`config.mk`:
```
export PLATFORM = sky130hd
export DESIGN_NAME = seven_seg_scanner
export DESIGN_NICKNAME = d
export VERILOG_FILES = /design/src/rtl/seven_seg_pkg.sv /design/src/rtl/seven_seg_scanner_hex_to_seg.sv /design/src/rtl/seven_seg_scanner.sv
export SDC_FILE = /design/constraint.sdc
export NUM_CORES = 1
export LEC_CHECK = 0
export ABC_CLOCK_PERIOD_IN_PS = 5500
export BUFFER_PORTS_ARGS = -buffer_cell sky130_fd_sc_hd__buf_4
export CORE_MARGIN = 2
export CORE_UTILIZATION = 45
export DETAILED_ROUTE_END_ITERATION = 8
export SLEW_MARGIN = 10
export SYNTH_ARGS = -nofsm -noshare
export SYNTH_HDL_FRONTEND = slang
export SYNTH_SLANG_ARGS = --single-unit
```
`constraint.sdc`:
```
create_clock -name CLK -period 5.5 [get_ports CLK]
set_clock_uncertainty 0.1 [all_clocks]
set_input_delay 1.1 -clock CLK [delete_from_list [all_inputs] [get_ports CLK]]
set_output_delay 1.1 -clock CLK [all_outputs]
set_load 0.01 [all_outputs]
```
`src/rtl/seven_seg_pkg.sv`:
```
// -----------------------------------------------------------------------------
// seven_seg_pkg
// Shared definitions for the seven-segment scanner:
//   - scan_state_t   : scanner state (IDLE before the first frame, SCAN after)
//   - HEX_SEG_TABLE  : hex nibble to segment pattern, bits g..a with bit0 = a,
//                      active-high (polarity is applied at the top level)
//   - SEG_OFF        : segment pattern of a dark digit, active-high
//   - SEG_DP_OFF     : decimal point off, active-high
// -----------------------------------------------------------------------------
package seven_seg_pkg;

   typedef enum logic {
      IDLE = 1'b0,
      SCAN = 1'b1
   } scan_state_t;

   localparam logic [6:0] SEG_OFF    = 7'h00;
   localparam logic       SEG_DP_OFF = 1'b0;

   // Lower-case b and d keep them distinguishable from 8 and 0
   localparam logic [6:0] HEX_SEG_TABLE [16] = '{
      7'h3F, 7'h06, 7'h5B, 7'h4F,
      7'h66, 7'h6D, 7'h7D, 7'h07,
      7'h7F, 7'h6F, 7'h77, 7'h7C,
      7'h39, 7'h5E, 7'h79, 7'h71
   };

endpackage

```
`src/rtl/seven_seg_scanner_hex_to_seg.sv`:
```
// -----------------------------------------------------------------------------
// hex_to_seg
// Purely combinational hex nibble to seven-segment decoder with a blank
// override. Output is active-high; the top level applies pin polarity.
// Ports:
//   i_nibble  in   4  hex value to decode
//   i_blank   in   1  force all segments off
//   o_seg     out  7  segments g..a, bit0 = a
// -----------------------------------------------------------------------------
module hex_to_seg
   import seven_seg_pkg::*;
(
   input  logic [3:0] i_nibble,
   input  logic       i_blank,
   output logic [6:0] o_seg
);

   // A blanked digit keeps its anode but shows nothing
   assign o_seg = i_blank ? SEG_OFF : HEX_SEG_TABLE[i_nibble];

endmodule

```
`src/rtl/seven_seg_scanner.sv`:
```
// -----------------------------------------------------------------------------
// seven_seg_scanner
// Time-multiplexes a bank of common-anode seven-segment digits to show the
// CPU output word in hex. The word, the decimal points and the blanking
// enable are snapshotted once per scan frame so a store mid-frame never
// produces a mixed display.
// Parameters:
//   SCAN_DIV    clock cycles each digit stays lit (>= 2)
//   DIGITS      number of physical digits, 1..8, digit 0 rightmost
//   ACTIVE_LOW  1 inverts Anode, Segment and SegDP at the pins
// Ports:
//   CLK        in   1       system clock
//   Reset      in   1       asynchronous active-high reset
//   Value      in   32      word to display
//   DP         in   8       decimal point enable per digit
//   BlankLZ    in   1       leading-zero blanking enable
//   Anode      out  DIGITS  one-hot digit select
//   Segment    out  7       segments g..a, bit0 = a
//   SegDP      out  1       decimal point of the lit digit
//   FrameTick  out  1       one-cycle pulse after each snapshot (active-high)
// -----------------------------------------------------------------------------
module seven_seg_scanner
   import seven_seg_pkg::*;
#(
   parameter int SCAN_DIV   = 100000,
   parameter int DIGITS     = 8,
   parameter bit ACTIVE_LOW = 1'b1
)(
   input  logic              CLK,
   input  logic              Reset,
   input  logic [31:0]       Value,
   input  logic [7:0]        DP,
   input  logic              BlankLZ,
   output logic [DIGITS-1:0] Anode,
   output logic [6:0]        Segment,
   output logic              SegDP,
   output logic              FrameTick
);

   localparam int             CNT_W      = $clog2(SCAN_DIV);
   localparam logic [CNT_W-1:0] CNT_LAST = CNT_W'(SCAN_DIV - 1);
   localparam logic [2:0]     DIGIT_LAST = 3'(DIGITS - 1);

   logic [CNT_W-1:0]  r_count;
   scan_state_t       r_state;
   logic [2:0]        r_digit;
   logic [31:0]       r_value;
   logic [7:0]        r_dp;
   logic              r_blankLZ;
   logic [DIGITS-1:0] r_anode;
   logic [6:0]        r_seg;
   logic              r_segDP;
   logic              r_frameTick;

   logic              w_tick;
   logic              w_snap;
   logic [2:0]        w_nextDigit;
   logic [31:0]       w_value;
   logic [7:0]        w_dp;
   logic              w_blankLZ;
   logic              w_upperZero;
   logic              w_blank;
   logic [3:0]        w_nibble;
   logic [6:0]        w_seg;
   logic [DIGITS-1:0] w_oneHot;

   // Free-running divider; the tick marks the last cycle of each digit slot
   assign w_tick = (r_count == CNT_LAST);

   always_ff @(posedge CLK or posedge Reset) begin
      if (Reset) begin
         r_count <= '0;
      end else if (w_tick) begin
         r_count <= '0;
      end else begin
         r_count <= r_count + 1'b1;
      end
   end

   // Next digit and snapshot decision; the first tick out of IDLE and every
   // wrap back to digit 0 start a new frame
   always_comb begin
      w_nextDigit = r_digit;
      w_snap      = 1'b0;
      if (w_tick) begin
         case (r_state)
            IDLE: begin
               w_nextDigit = 3'd0;
               w_snap      = 1'b1;
            end
            SCAN: begin
               if (r_digit == DIGIT_LAST) begin
                  w_nextDigit = 3'd0;
                  w_snap      = 1'b1;
               end else begin
                  w_nextDigit = r_digit + 3'd1;
               end
            end
            default: begin
               w_nextDigit = 3'd0;
               w_snap      = 1'b1;
            end
         endcase
      end
   end

   // The registered outputs are loaded from the snapshot that becomes valid
   // on the same edge, so bypass the snapshot registers when one is taken
   assign w_value   = w_snap ? Value   : r_value;
   assign w_dp      = w_snap ? DP      : r_dp;
   assign w_blankLZ = w_snap ? BlankLZ : r_blankLZ;

   // A digit is a leading zero only if it and every higher physical digit
   // are zero; nibbles beyond the physical digit count do not take part
   always_comb begin
      w_upperZero = 1'b1;
      for (int i = 0; i < 8; i++) begin
         if ((i < DIGITS) && (3'(i) >= w_nextDigit) && (w_value[4*i +: 4] != 4'h0)) begin
            w_upperZero = 1'b0;
         end
      end
   end

   assign w_blank  = w_blankLZ && (w_nextDigit != 3'd0) && w_upperZero;
   assign w_nibble = w_value[{w_nextDigit, 2'b00} +: 4];

   hex_to_seg u_hexToSeg (
      .i_nibble (w_nibble),
      .i_blank  (w_blank),
      .o_seg    (w_seg)
   );

   // One-hot anode for the digit about to be lit
   always_comb begin
      w_oneHot = '0;
      for (int d = 0; d < DIGITS; d++) begin
         w_oneHot[d] = (w_nextDigit == 3'(d));
      end
   end

   // Scan state, digit index and frame snapshot
   always_ff @(posedge CLK or posedge Reset) begin
      if (Reset) begin
         r_state   <= IDLE;
         r_digit   <= 3'd0;
         r_value   <= '0;
         r_dp      <= '0;
         r_blankLZ <= 1'b0;
      end else begin
         if (w_tick) begin
            r_state <= SCAN;
            r_digit <= w_nextDigit;
         end
         if (w_snap) begin
            r_value   <= Value;
            r_dp      <= DP;
            r_blankLZ <= BlankLZ;
         end
      end
   end

   // Output registers change only on a tick so each digit is held steady for
   // a whole slot; FrameTick follows the snapshot edge by one cycle
   always_ff @(posedge CLK or posedge Reset) begin
      if (Reset) begin
         r_anode     <= '0;
         r_seg       <= SEG_OFF;
         r_segDP     <= SEG_DP_OFF;
         r_frameTick <= 1'b0;
      end else begin
         r_frameTick <= w_snap;
         if (w_tick) begin
            r_anode <= w_oneHot;
            r_seg   <= w_seg;
            r_segDP <= w_dp[w_nextDigit];
         end
      end
   end

   // Pin polarity applies to the display drive only, never to FrameTick
   assign Anode     = ACTIVE_LOW ? ~r_anode : r_anode;
   assign Segment   = ACTIVE_LOW ? ~r_seg   : r_seg;
   assign SegDP     = ACTIVE_LOW ? ~r_segDP : r_segDP;
   assign FrameTick = r_frameTick;

endmodule

```
==> impl_summary.log <==
INFO  metric dr.pass1.iters = 5
INFO  metric dominant_combinational_cell_family_by_area_after_synthesis = simple AND/OR/NAND/NOR gates
INFO  metric worst_setup_path_endpoint = r_seg[0]
INFO  metric fin_nets = 625
INFO  metric cp_data_required_time = around 5700 ps
INFO  metric endpoints_failing_hold = 0
INFO  metric final_cells = approximately 700
INFO  metric timing_worst_setup_path_type = reg2reg
INFO  metric post_route_cells_drive_above_1_share = between 10% and 20%
INFO  metric worst_ep_arrival_time = approximately 4800 ps
INFO  metric power_density = a little over 200 mW/mm^2
INFO  metric cp_slowest_stage_delay = 710 ps
INFO  metric cts_buffers = 9
INFO  metric number_of_top_level_design_ports = 60
INFO  metric run_status = completed
INFO  metric min_period = about 4600 ps
INFO  metric core = approximately 0.0096 mm^2
INFO  metric fmax = approximately 220 MHz
INFO  metric fp-row-count = 36
INFO  metric layout_commonest_cell = nand2_1
INFO  metric cell_area_after_synthesis = 0.00440 mm^2
INFO  metric cpMostUsedCell = ha_1
INFO  metric post_drt_via_cell_ratio = about 5.5
INFO  metric avgSynthCellArea = 8.50 um^2
INFO  metric yosys.area_share.adder = ~2.3%
INFO  metric gr-usage-met2 = 38.1%
INFO  metric synth_compound_gate_area_share = roughly 14%
INFO  metric post_synth_inst_count = ~520
INFO  metric grt-busiest-layer = met2
INFO  metric tightest_slew = ~850 ps
INFO  metric synth_enable_flop_cells = 0
INFO  metric first_global_vias = about 3800
INFO  metric leakage = between 2 and 2.5 nW
INFO  metric syn_warnings = 0
INFO  metric timing.critical_path.cells = ha_1, ha_1, nand2b_1, nor2_1, mux2i_1, inv_2, mux2i_1, o21ai_0, mux2_2, o21ai_0, inv_1, ha_1, inv_1, nor3_1, or4_1, o21ai_1
INFO  metric fin_setup_tns = 0 ps
INFO  metric post-route-drc-count = 0
INFO  metric routabilityCongestion = just over 0.9
INFO  metric h-tree-depth = 3
INFO  metric grt_use_met3 = between 3 and 4%
INFO  metric ff2ff_setup_slack = between 900 and 1000 ps
INFO  metric total_wirelength = about 12000 um
INFO  metric timing.critical_path.from = r_digit[0]
INFO  metric finalCoreUtilization = a little over half
INFO  metric synth-async-reset-ratio = 100%
INFO  metric initial_utilization = between 40% and 50%
INFO  metric clk-insertion-delay-late = around 360 ps
INFO  metric grt_antenna_before_repair = 0
INFO  metric max_cap_violations = 0
INFO  metric die_width = 103 um
INFO  metric rsz0062_at_grt = no
INFO  metric drt_iter0_markers = 138
INFO  metric grtUsageTotal = between 20% and 30%
INFO  metric antenna_cells_inserted = 0
INFO  metric synth_mux_area_share = roughly 5.5%
INFO  metric dieHeight = around 100 um
INFO  metric fp.dieArea = around 0.011 mm^2
INFO  metric startpoint_of_the_lowest_slack_register_to_register_path = r_digit[0]
INFO  metric wire_per_inst = ~17 um
INFO  metric terminus_of_the_critical_flop_to_flop_path = r_seg[0]
INFO  metric io_buffers = 59
INFO  metric grtUsageMet1 = a little over a third
INFO  metric count_of_placed_standard_cells_including_taps = between 600 and 700
INFO  metric hold_path_class = reg2reg
INFO  metric gr-total-overflow = 0
INFO  metric cts_root_buffer = clkbuf_8
INFO  metric synth.distinct_cells = 57
INFO  metric crit_fanout = 23
INFO  metric grt_pass1_wl = 19600 um
INFO  metric synth.yosys.seq_area_share = between 40% and 50%
INFO  metric setup_violations = 0
INFO  metric period_share = 82.9%
INFO  metric critical_path.startpoint_type = register
INFO  metric post-dp-hpwl = ~8700 um
INFO  metric hold_buffers = 0
INFO  metric detailroute.via_count = slightly below 4000
INFO  metric ys_ff_latch = 79
INFO  metric mappedNetlistNets = ~570
INFO  metric count_of_instances_resized_after_the_clock_tree_is_built = 0
INFO  metric ys.flop_type = dfrtp_1
INFO  metric most-common-layout-cells = nand2_1, dfrtp_1, buf_4
INFO  metric ant_nets = 0
INFO  metric reg2regPathDepth = 16
INFO  metric ctsLongestPathBuffers = 2
INFO  metric max_slew_margin = between 40% and 50%
INFO  metric path_clk_slew = 80 ps
INFO  metric clock-sinks = a little under 80
INFO  metric final_max_slew_violation_count = 0
INFO  metric worst_path_max_delay_cell = dfrtp_1
INFO  metric synth_simple_gate_area_share = between 20% and 30%
INFO  metric syn2layout_area_growth = 17.7%
INFO  metric grt_max_degree = 45
INFO  metric cp-end-kind = register
INFO  metric cts_setup_buffers = 0
INFO  metric power.ir.vdd_worst = 0.0942 mV
INFO  metric post_synth_xor_area_fraction = 2.79%
INFO  metric tritoncts = yes
==> worst max-delay path: cells and delay by family, from the launching register on <==
family / cells / cell delay, ps
and+or+nand+nor: 4 / 1030
DFF: 1 / 710
buffers and inverters: 3 / 540
adders and majority gates: 3 / 810
AOI/OAI and AO/OA: 3 / 620
muxes: 3 / 690
==> cells by family after synthesis <==
logic type	after synthesis
AOI/OAI and AO/OA	92
xor gates and xnor gates	14
adders and majority gates	8
buffers and inverters	57
DFF	79
muxes	22
and+or+nand+nor	246
==> routing by layer <==
metal,vias to the layer above,wire length (um)
li1,1908,-
met1,1898,5590
met2,125,5550
met3,17,573
met4,0,212
met5,-,0
==> cells in the mapped netlist (all sizes together), types with 2 or more instances <==
cell type,n,area share [%]
or4,6,1.0
xnor2,6,1.2
a211o,2,0.40
o22ai,6,0.85
nor3,17,1.9
mux2i,16,3.7
xor2,8,1.6
nand4,9,1.3
a21oi,12,1.4
o311ai,3,0.60
inv,31,2.6
nand2b,3,0.43
nor2,24,2.1
ha,8,2.3
o31ai,2,0.34
a211oi,7,1.2
a21o,3,0.51
clkbuf,19,1.6
nand2,136,12
and3,5,0.71
o211ai,7,1.2
dfrtp,79,45
mux2,5,1.3
and2,6,0.85
o21ai,35,4.0
or3,3,0.43
buf,6,0.71
nor4,15,2.6
nor2b,2,0.28
a31o,2,0.40
nand3,17,1.9
==> area by class of cell <==
class,count,area [um^2]
fillers,969,4460
multi-input cells,382,2200
flip-flops and latches,79,1980
repair buffers,70,526
well taps,133,166
clock buffers,10,128
inverters,32,126
clock inverters,6,61.3
==> report_power, final <==
part	switching (mW)	internal, mW
Sequential	0.000223	0.581
Combinational	0.0218	0.0207
Clock	0.221	0.208
==> how the worst min path moves through the flow <==
stage            start  endpoint  depth (start not counted)
6_report       r_dp[4]   r_dp[4]                          2
5_1_grt        r_dp[3]   r_dp[3]                          2
4_1_cts        r_dp[3]   r_dp[3]                          2
3_5_place_dp   r_dp[3]   r_dp[3]                          2
3_3_place_gp   r_dp[3]   r_dp[3]                          2
2_1_floorplan  r_dp[3]   r_dp[3]                          2
==> registers in the layout, indices dropped and copies added, names as in the netlist <==
register and flops:
r_dp 8, r_anode 8, r_state 1, r_seg 7, r_count 17, r_segDP 1, r_blankLZ 1, r_value 32
r_digit 3, FrameTick 1
==> per-stage QoR <==
stage	hold WS (ps)	worst slack (ps)	cell area, um^2	power [mW]
3_3_place_gp	345	1100	4990	0.636
2_1_floorplan	329	1410	4400	0.603
5_1_grt	388	605	5180	1.10
6_report	365	940	5180	1.05
4_1_cts	367	936	5180	1.07
3_5_place_dp	349	959	4990	0.636
(Power assumes the default switching activity.)
